`config.mk`:
```
export PLATFORM = sky130hd
export DESIGN_NAME = eth_mcb_arb
export DESIGN_NICKNAME = d
export VERILOG_FILES = /design/src/rtl/eth_pkg.sv /design/src/rtl/eth_mcb_arb.sv
export SDC_FILE = /design/constraint.sdc
export NUM_CORES = 1
export LEC_CHECK = 0
export ABC_CLOCK_PERIOD_IN_PS = 6000
export BUFFER_PORTS_ARGS = -buffer_cell sky130_fd_sc_hd__buf_2
export CORE_MARGIN = 1
export CORE_UTILIZATION = 35
export DETAILED_ROUTE_END_ITERATION = 12
export GPL_TIMING_DRIVEN = 0
export SETUP_SLACK_MARGIN = 0.4
export SYNTH_ARGS = -nofsm -noshare
export SYNTH_HDL_FRONTEND = slang
export SYNTH_SLANG_ARGS = --single-unit
```
`constraint.sdc`:
```
create_clock -name clk -period 6 [get_ports clk]
set_input_delay 1.2 -clock clk [delete_from_list [all_inputs] [get_ports clk]]
set_output_delay 1.2 -clock clk [all_outputs]
set_load 0.02 [all_outputs]
```
`src/rtl/eth_pkg.sv`:
```
// ---------------------------------------------------------------------------
// eth_pkg
// Shared constants and types for the Ethernet MCB command-port arbiter.
//   MCB_INSTR_WR / MCB_INSTR_RD : MCB command opcodes
//   MCB_WORD_BYTES              : bytes per MCB data word (64-bit port)
//   arb_state_t                 : arbiter FSM state encoding
// ---------------------------------------------------------------------------
package eth_pkg;

   localparam logic [2:0] MCB_INSTR_WR   = 3'b000;
   localparam logic [2:0] MCB_INSTR_RD   = 3'b001;
   localparam int         MCB_WORD_BYTES = 8;

   typedef enum logic {
      ST_IDLE  = 1'b0,
      ST_ISSUE = 1'b1
   } arb_state_t;

endpackage

```
`src/rtl/eth_mcb_arb.sv`:
```
// ---------------------------------------------------------------------------
// eth_mcb_arb
// Round-robin arbiter between the Ethernet RX path (DRAM writer) and the TX
// path (DRAM reader) sharing one 64-bit MCB command port. Issues at most one
// command every two cycles. Writes wait until enough words sit in the MCB
// write FIFO; reads wait until the MCB read FIFO has room for the burst.
//
// Ports
//   clk, rst                   : clock, synchronous active-high reset
//   wr_req_in/bl/addr, wr_ack  : write requester (bl = words - 1)
//   rd_req_in/bl/addr, rd_ack  : read requester
//   mcb_cmd_*_out              : MCB command interface
//   mcb_cmd_full_in            : MCB command FIFO full
//   mcb_wr_en_in, mcb_rd_en_in : monitors of MCB data FIFO push/pop strobes
//   rd_pending_out             : read words committed but not yet popped
//   err_out                    : sticky FIFO accounting error
//
// state  | meaning
// IDLE   | evaluate requests; on a grant latch the command and update credit
// ISSUE  | drive cmd strobe and the matching ack for one cycle
// ---------------------------------------------------------------------------
module eth_mcb_arb
   import eth_pkg::*;
#(
   parameter int RD_DEPTH = 64,
   parameter int WR_DEPTH = 64
) (
   input  logic        clk,
   input  logic        rst,

   input  logic        wr_req_in,
   input  logic [5:0]  wr_bl_in,
   input  logic [29:0] wr_addr_in,
   output logic        wr_ack_out,

   input  logic        rd_req_in,
   input  logic [5:0]  rd_bl_in,
   input  logic [29:0] rd_addr_in,
   output logic        rd_ack_out,

   output logic        mcb_cmd_en_out,
   output logic [2:0]  mcb_cmd_instr_out,
   output logic [5:0]  mcb_cmd_bl_out,
   output logic [29:0] mcb_cmd_byte_addr_out,
   input  logic        mcb_cmd_full_in,

   input  logic        mcb_wr_en_in,
   input  logic        mcb_rd_en_in,

   output logic [6:0]  rd_pending_out,
   output logic        err_out
);

   localparam logic [7:0]  RD_DEPTH_W = 8'(RD_DEPTH);
   localparam logic [6:0]  WR_FULL    = 7'(WR_DEPTH);
   localparam logic [29:0] ADDR_MASK  = ~30'(MCB_WORD_BYTES - 1);

   arb_state_t  r_state;
   arb_state_t  w_state_nxt;

   logic        r_last_rd;
   logic [6:0]  r_wr_avail;
   logic [6:0]  r_rd_pending;
   logic [2:0]  r_instr;
   logic [5:0]  r_bl;
   logic [29:0] r_addr;
   logic        r_err;

   logic [6:0]  w_wr_need;
   logic [6:0]  w_rd_need;
   logic [7:0]  w_rd_sum;
   logic        w_wr_elig;
   logic        w_rd_elig;
   logic        w_gnt_wr;
   logic        w_gnt_rd;
   logic        w_wr_push_ok;
   logic        w_wr_ovf;
   logic        w_rd_pop_ok;
   logic        w_rd_unf;
   logic [6:0]  w_wr_avail_nxt;
   logic [6:0]  w_rd_pending_nxt;

   // Eligibility from registered counters only: a push landing this cycle
   // becomes usable on the next evaluation.
   assign w_wr_need = {1'b0, wr_bl_in} + 7'd1;
   assign w_rd_need = {1'b0, rd_bl_in} + 7'd1;
   assign w_rd_sum  = {1'b0, r_rd_pending} + {2'b00, rd_bl_in} + 8'd1;

   assign w_wr_elig = (r_state == ST_IDLE) & wr_req_in & ~mcb_cmd_full_in &
                      (r_wr_avail >= w_wr_need);
   assign w_rd_elig = (r_state == ST_IDLE) & rd_req_in & ~mcb_cmd_full_in &
                      (w_rd_sum <= RD_DEPTH_W);

   // On a tie the side not granted last wins.
   assign w_gnt_wr = w_wr_elig & (~w_rd_elig | r_last_rd);
   assign w_gnt_rd = w_rd_elig & (~w_wr_elig | ~r_last_rd);

   // Monitor strobes that would push a counter out of range are dropped
   // (counter saturates) and flagged.
   assign w_wr_ovf     = mcb_wr_en_in & (r_wr_avail == WR_FULL);
   assign w_wr_push_ok = mcb_wr_en_in & ~w_wr_ovf;
   assign w_rd_unf     = mcb_rd_en_in & (r_rd_pending == 7'd0);
   assign w_rd_pop_ok  = mcb_rd_en_in & ~w_rd_unf;

   assign w_wr_avail_nxt   = r_wr_avail + 7'(w_wr_push_ok)
                             - (w_gnt_wr ? w_wr_need : 7'd0);
   assign w_rd_pending_nxt = r_rd_pending + (w_gnt_rd ? w_rd_need : 7'd0)
                             - 7'(w_rd_pop_ok);

   // State register
   always_ff @(posedge clk) begin
      if (rst) begin
         r_state <= ST_IDLE;
      end else begin
         r_state <= w_state_nxt;
      end
   end

   // Next-state logic
   always_comb begin
      w_state_nxt = r_state;
      unique case (r_state)
         ST_IDLE:  if (w_gnt_wr | w_gnt_rd) w_state_nxt = ST_ISSUE;
         ST_ISSUE: w_state_nxt = ST_IDLE;
         default:  w_state_nxt = ST_IDLE;
      endcase
   end

   // Output logic
   always_comb begin
      mcb_cmd_en_out        = 1'b0;
      wr_ack_out            = 1'b0;
      rd_ack_out            = 1'b0;
      mcb_cmd_instr_out     = r_instr;
      mcb_cmd_bl_out        = r_bl;
      mcb_cmd_byte_addr_out = r_addr;
      rd_pending_out        = r_rd_pending;
      err_out               = r_err;
      if (r_state == ST_ISSUE) begin
         mcb_cmd_en_out = 1'b1;
         wr_ack_out     = (r_instr == MCB_INSTR_WR);
         rd_ack_out     = (r_instr == MCB_INSTR_RD);
      end
   end

   // Command latch, last-grant tracking, credit counters, error flag
   always_ff @(posedge clk) begin
      if (rst) begin
         r_last_rd    <= 1'b1;
         r_instr      <= 3'b000;
         r_bl         <= 6'd0;
         r_addr       <= 30'd0;
         r_wr_avail   <= 7'd0;
         r_rd_pending <= 7'd0;
         r_err        <= 1'b0;
      end else begin
         if (w_gnt_wr) begin
            r_last_rd <= 1'b0;
            r_instr   <= MCB_INSTR_WR;
            r_bl      <= wr_bl_in;
            r_addr    <= wr_addr_in & ADDR_MASK;
         end else if (w_gnt_rd) begin
            r_last_rd <= 1'b1;
            r_instr   <= MCB_INSTR_RD;
            r_bl      <= rd_bl_in;
            r_addr    <= rd_addr_in & ADDR_MASK;
         end
         r_wr_avail   <= w_wr_avail_nxt;
         r_rd_pending <= w_rd_pending_nxt;
         r_err        <= r_err | w_wr_ovf | w_rd_unf;
      end
   end

endmodule
```
# ---- After elaboration in Yosys (flattened, before gate mapping)
# Index checks and enable logic that the tools add are counted.
dict set report totals {
  register_bits 51
  wordCells 60
}
dict set report op_classes {
  add_sub_neg 8
  order_cmp 2
  eq_ne 1
  n_mux 13
  n_bitwise 24
  reduce_logical 4
}
# cell n
set ops {}
lappend ops {{$mux W30} 2}
lappend ops {{$add A6 B1 Y7 const B} 2}
lappend ops {{$mux W7} 2}
lappend ops {{$and A1 B1 Y1} 12}
lappend ops {{$mux W6} 2}
lappend ops {{$add A7 B6 Y8} 1}
lappend ops {{$add A8 B1 Y8 const B} 1}
lappend ops {{$le A8 B7 Y1 const B} 1}
lappend ops {{$add A7 B1 Y7} 1}
lappend ops {{$add A7 B7 Y7} 1}
lappend ops {{$eq A7 B7 Y1 const B} 1}
lappend ops {{$ge A7 B7 Y1} 1}
lappend ops {{$logic_not A7 Y1} 1}
lappend ops {{$not A1 Y1} 7}
lappend ops {{$sub A7 B1 Y7} 1}
lappend ops {{$sub A7 B7 Y7} 1}
lappend ops {{$mux W1} 6}
lappend ops {{$or A1 B1 Y1} 5}
lappend ops {{$logic_not A3 Y1} 1}
lappend ops {{$pmux W1 S2} 1}
lappend ops {{$reduce_bool A2 Y1} 1}
lappend ops {{$reduce_or A2 Y1} 1}

# ---- Longest topological paths before layout
# Gate-level depths: netlist (run 1).
dict set report depth {
  ltp_word 10
  ltp_mapped 25
  ltp_nobuf 23
}

# ---- Worst setup path before layout (run 1)
# Ideal clock, no wire load.
dict set report synth_path {
  path_type {in2reg}
  start {input port wr_bl_in[0]}
  end {register r_rd_pending[6], in the netlist rd_pending_out[6]}
  t_arrival_ns 5.063
  required_time_ns 5.929
  slack_ns 0.866
  path_stages 25
  path_buffers 2
  cell_sequence {ha_1 -> nand3_1 -> xor2_1 -> ha_1 -> a21o_1 -> a211oi_1 -> o21ai_0 -> and2_1 -> clkbuf_1 -> nand2_1 -> and2_0 -> buf_2 -> nand2_1 -> ha_1 -> inv_1 -> ha_1 -> inv_1 -> fa_1 -> nor2b_1 -> o21ai_0 -> a21oi_1 -> o21ai_0 -> and3_1 -> a311o_1 -> a21oi_1}
}
dict set report synth_between {
  elab_chain_len 9
}
# element line
set synth_rtl {}
lappend synth_rtl {{from (decl)} eth_mcb_arb.sv:32} ;# input logic [5:0] wr_bl_in,
lappend synth_rtl {{$add A6 B1 Y7} eth_mcb_arb.sv:85} ;# assign w_wr_need = {1'b0, wr_bl_in} + 7'd1;
lappend synth_rtl {{$ge A7 B7 Y1} eth_mcb_arb.sv:90} ;# (r_wr_avail >= w_wr_need);
lappend synth_rtl {{$and A1 B1 Y1} eth_mcb_arb.sv:89} ;# assign w_wr_elig = (r_state == ST_IDLE) & wr_req_in & ~mcb_cmd_full_in &
lappend synth_rtl {{$not A1 Y1} eth_mcb_arb.sv:96} ;# assign w_gnt_rd = w_rd_elig & (~w_wr_elig | ~r_last_rd);
lappend synth_rtl {{$or A1 B1 Y1} eth_mcb_arb.sv:96}
lappend synth_rtl {{$and A1 B1 Y1} eth_mcb_arb.sv:96}
lappend synth_rtl {{$mux W7} eth_mcb_arb.sv:107} ;# assign w_rd_pending_nxt = r_rd_pending + (w_gnt_rd ? w_rd_need : 7'd0)
lappend synth_rtl {{$add A7 B7 Y7} eth_mcb_arb.sv:107}
lappend synth_rtl {{$sub A7 B1 Y7} eth_mcb_arb.sv:108} ;# - 7'(w_rd_pop_ok);
lappend synth_rtl {{to (signal assigned)} eth_mcb_arb.sv:169} ;# r_rd_pending <= w_rd_pending_nxt;
lappend synth_rtl {{to (decl)} eth_mcb_arb.sv:63} ;# logic [6:0] r_rd_pending;
# No other way between the ends.
# A chain may end at the register's enable or synchronous reset.

# ---- Worst setup path after layout (run 1)
# Ends and elaborated chain as after synthesis.

==> flow_summary.toml, run 1 <==
[status]
status = "finished clean"

[die]
dieArea_mm2 = 0.0116
io_pins = 129
die_w_um = 108
num_rows = 38
start_util_pct = 36.0
die_h_um = 108
core_area_mm2 = 0.0109

[timing]
skew_ns = 0.0122
min_period_ns = 5.30
max_freq_ghz = 0.189
worstMarginPinSlew_ns = 0.615
slew_viol_final = 0
slew_headroom_pct = 58.7
rsz0062_at_grt = "no"
fin_crit_sh_pct = 88.3
setup_viol = 0
finalHoldViolations = 0
fin_setup_tns_ns = 0

[place]
detailed_place_hpwl_um = 8830
io_buffers = 116
place_area_mm2 = 0.00469
gp_congestion = 0.797

[layout]
final_area_mm2 = 0.00485
syn_to_final_growth_pct = 23.7
antennaDiodeCount = 0
utilization_pct = 44.6
fillers = 1142
drive_gt1_share_pct = 24.0
nNetsFinal = 745

[synth]
avgSynthCellArea_um2 = 7.89
ys_ff_latch = 51
ys_types = 48
synth-edff-count = 0
syn_area_mm2 = 0.00392
yosysSeqAreaShare_pct = 26.0
synth_ff_type = "dfxtp_1"
netlist_instances = 497
synthArstFlopShare_pct = 0
yosysWarnings = 0

[cts]
cts_tree = "done"
hold_buffers = 0
cts_max_level = 2
cts_root_buf = "clkbuf_8"
cts_buffers = 5
clock_sinks = 51
cts_max_path_buffers = 2
clk_latency_ns = 0.32
cts.clk_slew.worst_paths_ns = 0.10

[global_routing]
grt_pass1_wl_um = 18000
grt_max_degree = 16
grt_overflow = 0
antenna_found_initial = 0
grtUsageTotal_pct = 19.8
grt_pass1_vias = 3773

[power]
peakVddDrop_uv = 165
power.density_mw_per_mm2 = 428
power.leakage_nw = 2.30

[critical_path]
end_kind = "flop"
slowest_delay_ns = 0.39
crit_required_ns = 6.25
crit_type = "primary input to flop"
cp_max_fo = 7
arrival_ns = 5.54
start_kind = "primary input"
cp_slowest_cell = "fa_1"

[flow_run]
maxCapViolCount = 0

[hold_path]
hold_path_class = "flop to flop"

[route]
drt_iter0_drc = 193
wirelength_um = 11300
vias = 3921
first_pass_iters = 4
wl_per_cell_um = 14.8
routed_via_density = 5.12
drc = 0
ant_nets = 0
flip-flops by register name, indices dropped and copies added (netlist names):
register and flops:
mcb_cmd_byte_addr_out 27, r_wr_avail 7, rd_pending_out 7, mcb_cmd_bl_out 6
err_out 1, mcb_cmd_instr_out 1, r_last_rd 1, r_state 1
where the power goes:
part           leakage (nW)  switching [W]  internal (W)
Sequential            0.420      0.0000806      0.000451
Combinational          1.82       0.000709      0.000542
Clock                0.0654       0.000125      0.000167
cell usage after synthesis, drive strengths merged (2+ instances only):
cell type  number  area share [%]
nand2b          4            0.83
o211a           2            0.51
nor4            3            0.48
ha             39              12
xnor2           8             1.8
xor2            8             1.8
o21ai           7            0.89
nor2b          10             1.6
and3            3            0.48
dfxtp          51              26
clkbuf         19             1.8
a21oi          41             5.3
nand3          10             1.3
fa              2             1.0
mux2i          33             8.4
and2            5            0.80
a21o            7             1.3
buf            20             3.3
or3             6            0.96
or4             2            0.38
nor3            8             1.0
nor2          112              11
o311a          32             8.2
inv            31             3.0
nand2          18             1.8
cell families after synthesis:
logic type               Yosys count  share of synthesized area (%)
AND/OR/NAND/NOR                  182                           20.5
multiplexers                      33                           8.42
flip-flops                        51                           26.0
adder cells (fa/ha/maj)           41                           13.5
XOR/XNOR                          16                           3.57
buffers and inverters             70                           8.10
other                              1                         0.0956
AO/OA/AOI/OAI                    103                           19.8
worst max-delay path, delay by kind of cell:
kind            cells  cell delay (ns)
fa+ha+maj           5             1.32
buf+inv             5             0.54
xor+xnor            1             0.17
compound gates      8             1.32
simple gates        7             0.96
path summary, 6_finish.rpt:
check	endpoint	cells after the start	startpoint	slack, ns
setup / recovery	rd_pending_out[6]	26	wr_bl_in[0]	0.70
hold / removal	err_out	2	err_out	0.49
setup reg to reg	r_wr_avail[6]	18	rd_pending_out[2]	1.58
hold reg to reg	err_out	2	err_out	0.49
layout by cell type, fill, tap and decap left out, types with 2 or more instances in the layout:
cell	n
nand2_2	2
a21o_1	7
o21ai_1	3
o311a_1	32
conb_1	5
bufinv_16	2
xor2_1	7
nand2_1	16
ha_1	38
o211a_1	2
nor3_1	8
clkbuf_8	5
and2_1	4
clkbuf_1	20
or3_1	6
or4_1	2
nand3_1	10
fa_1	2
buf_1	3
mux2i_1	33
and3_1	3
inv_1	31
nand2b_1	3
xnor2_1	8
a21oi_1	40
nor2b_1	9
o21ai_0	4
dfxtp_1	51
buf_2	120
nor2_1	112
buf_4	12
nor4_1	3
final cells by class:
class,count,area (µm²),area share [%]
buffer,39,204,4.20
clock buffer,6,72.6,1.50
clock inverter,2,60.1,1.24
inverter,31,116,2.40
multi-input combinational,380,2610,53.9
sequential,51,1020,21.0
tap,140,175,3.61
timing repair buffer,117,588,12.1
per-stage QoR:
| stage | power [W] | setup slack (ns) | instances | hold slack [ns] |
|---|---|---|---|---|
| floorplan | 0.00146 | 0.866 | 501 | 0.554 |
| global placement | 0.00175 | 0.241 | 757 | 0.460 |
| detailed placement | 0.00178 | 0.152 | 757 | 0.474 |
| CTS | 0.00208 | 0.457 | 765 | 0.497 |
| global route | 0.00228 | 0.415 | 766 | 0.549 |
| finish | 0.00208 | 0.705 | 766 | 0.493 |
per-layer routing:
metal / wire, µm / part of all wire [%] / track usage (%) / vias up
met1: 4930 / 44 / 24.2 / 1829
met3: 548 / 4.8 / 3.75 / 16
met5: 0 / 0 / 0 / -
met4: 249 / 2.2 / 6.16 / 0
met2: 5590 / 49 / 34.8 / 99
li1: - / - / - / 1977
timing repair:
action,CTS,global route
setup endpoints to repair,0,1
resized for setup,0,8
buffers inserted,0,1
No activity file was read; power rests on OpenSTA's default activity.
==> run 2: changes to the inputs <==
- CORE_ASPECT_RATIO: unset -> 0.7
==> run 2 against run 1 <==
Compared with the run above: clock skew decreased by 0.0032 ns; via count increased by 2.7%; die area about the same; sequential power about the same; first-iteration DRC count decreased by 6.2%; combinational power about the same; sequential share of layout area decreased by 0.20 points; global-route usage increased by 1.1 points; hold slack improved by 0.018 ns; setup slack improved by 0.059 ns; critical path depth unchanged; total power increased by 2.6%; critical endpoint unchanged; largest cell class unchanged; largest power group unchanged.
==> flow_summary.toml, run 2 (synthesis results as in run 1) <==
[power]
power.leakage_nw = 2.32
power.density_mw_per_mm2 = 435
peakVddDrop_uv = 147

[layout]
layout_commonest_cell = "buf_2"
drive_gt1_share_pct = 24.3
antennaDiodeCount = 0
fillers = 1096
multi_input_area_mm2 = 0.00262
nNetsFinal = 745
final_cell_mix = "buf_2 (120), nor2_1 (112), dfxtp_1 (51)"
regArea_mm2 = 0.00102
largest_reg_flops = 27
syn_to_final_growth_pct = 24.8

[route]
vias = 4027
wirelength_um = 11900
ant_nets = 0
first_pass_iters = 4
wl_per_cell_um = 15.4
drt_iter0_drc = 181
routed_via_density = 5.21
drc = 0

[die]
start_util_pct = 36.9
die_w_um = 129
core_area_mm2 = 0.0106
num_rows = 31
io_pins = 129
dieArea_mm2 = 0.0116
die_h_um = 90.6

[place]
gp_congestion = 0.805
detailed_place_hpwl_um = 9280
io_buffers = 116

[global_routing]
grt_pass1_vias = 3910
grt_overflow = 0
grt_pass1_wl_um = 19400
grtUsageTotal_pct = 20.9
grt_max_degree = 16
antenna_found_initial = 0

[timing]
fin_setup_tns_ns = 0
rsz0062_at_grt = "no"
skew_ns = 0.00903
finalHoldViolations = 0
whs_ns = 0.511
min_period_ns = 5.24
slew_headroom_pct = 55.2
setup_viol = 0
slew_viol_final = 0
max_freq_ghz = 0.191
worstMarginPinSlew_ns = 0.672
fin_crit_sh_pct = 87.3

[critical_path]
slowest_delay_ns = 0.35
crit_required_ns = 6.23
cp_slowest_cell = "fa_2"
path_buf_inv = 5
cp_max_fo = 7
end_kind = "flop"
start_kind = "primary input"
crit_top_cell = "ha_1"
crit_type = "primary input to flop"
arrival_ns = 5.46
critPathTopFamily = "compound AO/OA/AOI/OAI gates"

[hold_path]
hold_path_class = "flop to flop"

[cts]
cts_root_buf = "clkbuf_16"
hold_buffers = 0
cts_max_path_buffers = 2
clk_latency_ns = 0.30
cts_buffers = 5
clock_sinks = 51
cts_max_level = 2
cts_tree = "done"
cts.clk_slew.worst_paths_ns = 0.07

[status]
status = "finished clean"

[flow_run]
maxCapViolCount = 0
[run 2: routing by layer]
layer	vias up	track usage, %	part of all wire (%)
li1	1979	-	-
met1	1915	29.8	49
met2	123	32.4	43
met3	10	4.21	6.4
met4	0	4.22	0.93
met5	-	0	0
[run 2: power breakdown]
group | switching [W] | internal (W)
combinational | 0.000720 | 0.000546
sequential | 0.0000803 | 0.000451
clock | 0.000138 | 0.000195
[run 2: what timing repair did]
| item | 4_1_cts | 5_1_grt |
|---|---|---|
| setup buffers | 0 | 1 |
| setup endpoints to repair | 0 | 1 |
| resized for setup | 0 | 10 |
[run 2: area by class of cell]
type	count	area share [%]
clock buffer	5	2.55
multi-input combinational	380	53.5
buffer	39	4.16
timing repair buffer	117	12.0
clock inverter	2	0.766
sequential	51	20.8
inverter	31	2.38
tap	148	3.78
[run 2: metrics by stage]
step	setup WS (ns)	instances	util (%)	cell area, µm²	total power [W]
3_3_place_gp	0.241	765	44.3	4700	0.00175
5_1_grt	0.421	773	46.1	4900	0.00232
6_report	0.764	773	46.1	4900	0.00213
3_5_place_dp	0.161	765	44.3	4700	0.00179
2_1_floorplan	0.866	501	-	3940	0.00146
4_1_cts	0.432	772	45.8	4870	0.00213
[run 2: worst paths after layout]
| path | to | cells past startpoint | startpoint | slack, ns |
|---|---|---|---|---|
| setup / recovery | rd_pending_out[6] | 26 | wr_bl_in[0] | 0.76 |
| hold / removal | err_out | 2 | err_out | 0.51 |
| setup reg to reg | rd_pending_out[6] | 21 | rd_pending_out[1] | 1.71 |
| hold reg to reg | err_out | 2 | err_out | 0.51 |
[run 2: tightest hold or removal path, stage by stage, from the launching register on]
cell	delay, ns
dfxtp_1	0.34
a221oi_1	0.05
nor2_1	0.08
==> run 3: changes to the inputs <==
- CORE_UTILIZATION: 35 -> 50
- PLACE_DENSITY: unset -> 0.84
==> run 3 against run 2 <==
Compared with the run above: core utilization rose by 18 points; non-clock buffer count rose by 1; sequential share of layout area rose by 0.51 points; critical path type unchanged; setup slack got worse by 0.14 ns.
==> flow_summary.toml, run 3 (synthesis results as in run 1) <==
[power]
power.density_mw_per_mm2 = 429
power.leakage_nw = 2.29
swShare_pct = 45.4
intPower_w = 0.00112
switchingPower_w = 0.000932
seqPwrFrac_pct = 26.0
p_total_w = 0.00205
pwr-share-clk_pct = 12.0
peakVddDrop_uv = 183
comb_power_share_pct = 62.1

[layout]
drive_gt1_share_pct = 24.1
layout_commonest_cell = "buf_2"
largest_reg_flops = 27
final_cell_mix = "buf_2 (120), nor2_1 (112), dfxtp_1 (51)"
antennaDiodeCount = 0
syn_to_final_growth_pct = 21.9
fin_cells = 724
nNetsFinal = 746
utilization_pct = 64.2

[route]
ant_nets = 0
first_pass_iters = 5
routed_via_density = 5.73
wl_per_cell_um = 15.5
drc = 0
wirelength_um = 11200
drt_iter0_drc = 376
vias = 4149

[timing]
max_freq_ghz = 0.186
skew_ns = 0.00940
min_period_ns = 5.38
setup_viol = 0
worstMarginPinSlew_ns = 0.600
slew_headroom_pct = 60.0
finalHoldViolations = 0
setup_slack_ns = 0.622
fin_setup_tns_ns = 0
slew_viol_final = 0
fin_crit_sh_pct = 89.6
rsz0062_at_grt = "no"

[cts]
cts_buffers = 5
cts_tree = "done"
clock_sinks = 51
clk_latency_ns = 0.32
cts_max_level = 2
cts_max_path_buffers = 2
cts_root_buf = "clkbuf_8"
cts.clk_slew.worst_paths_ns = 0.10

[critical_path]
crit_type = "primary input to flop"
cp_max_fo = 7
crit_top_cell = "ha_1"
cp_slowest_cell = "fa_1"
end_kind = "flop"
critPathTopFamily = "compound AO/OA/AOI/OAI gates"
crit_required_ns = 6.25
arrival_ns = 5.63
slowest_delay_ns = 0.40
path_buf_inv = 5
start_kind = "primary input"

[global_routing]
grt_util_met3_pct = 5.39
grt_max_degree = 16
busiest_layer = "met2"
grt_use_met1_pct = 36.0
antenna_found_initial = 0
globalRouteMet2Util_pct = 46.5
grtUsageTotal_pct = 27.5
grt_pass1_vias = 3922
grt_pass1_wl_um = 18200
grt_overflow = 0

[place]
io_buffers = 116
dpl.cell_count = 715
detailed_place_hpwl_um = 8730
dpl_worst_slack_ns = 0.147
gp_congestion = 0.872

[die]
num_rows = 26
io_pins = 129
core_area_mm2 = 0.00745
start_util_pct = 52.7
die_w_um = 108
dieArea_mm2 = 0.00821
die_h_um = 76.1

[flow_run]
maxCapViolCount = 0

[hold_path]
hold_path_class = "flop to flop"

[status]
status = "finished clean"
[run 3: changes by cell type in the layout (fill, tap and decap cells not counted), sizes merged]
cell  before  now
buf      137  138
[run 3: worst paths after layout]
check	from	to	slack, ns	cells past startpoint
setup reg to reg	rd_pending_out[2]	rd_pending_out[6]	1.56	21
hold reg to reg	err_out	err_out	0.50	2
setup / recovery	wr_bl_in[0]	rd_pending_out[6]	0.62	26
hold / removal	err_out	err_out	0.50	2
[run 3: power groups by stage]
stage	Clock, W	Combinational (W)	Sequential, W
finish	0.000246	0.00127	0.000533
global route	0.000264	0.00141	0.000546
CTS	0.000248	0.00125	0.000532
detailed placement	0	0.00125	0.000539
global placement	0	0.00119	0.000535
floorplan	0	0.000835	0.000629
[run 3: stage by stage]
step / hold WS, ns / area [µm²]
final: 0.497 / 4780
after floorplan: 0.554 / 3940
after detailed placement: 0.474 / 4640
after CTS: 0.497 / 4750
after global placement: 0.466 / 4640
after global routing: 0.552 / 4780
[run 3: what timing repair did]
action,in CTS,in global routing
resized for setup,0,8
buffers inserted,0,2
hold buffers,0,0
setup endpoints to repair,0,1
[run 3: area by class of cell]
class / count / area, µm²
Fill cell: 618 / 2670
Inverter: 31 / 116
Buffer: 39 / 204
Clock inverter: 2 / 37.5
Timing Repair Buffer: 118 / 596
Sequential cell: 51 / 1020
Multi-Input combinational cell: 380 / 2620
Clock buffer: 5 / 68.8
Tap cell: 98 / 123
[run 3: per-layer routing]
metal / wire (µm) / up-vias
li1: - / 1989
met1: 4940 / 1952
met2: 5180 / 187
met3: 929 / 21
met4: 180 / 0
met5: 0 / -
[run 3: worst reg2reg max path, cell delays in order (launching register included)]
cell and delay, ns:
dfxtp_1 0.41, ha_1 0.30, o211a_1 0.22, o21a_1 0.12
nand2b_4 0.14, a2111o_1 0.47, nand2_2 0.17, and2_0 0.16
buf_4 0.16, nand2_1 0.07, ha_1 0.27, inv_1 0.06
ha_1 0.15, inv_1 0.06, fa_1 0.40, nor2b_1 0.16
o21ai_0 0.11, a21oi_1 0.20, o21ai_1 0.10, and3_1 0.20
a311o_1 0.33, a21oi_2 0.12
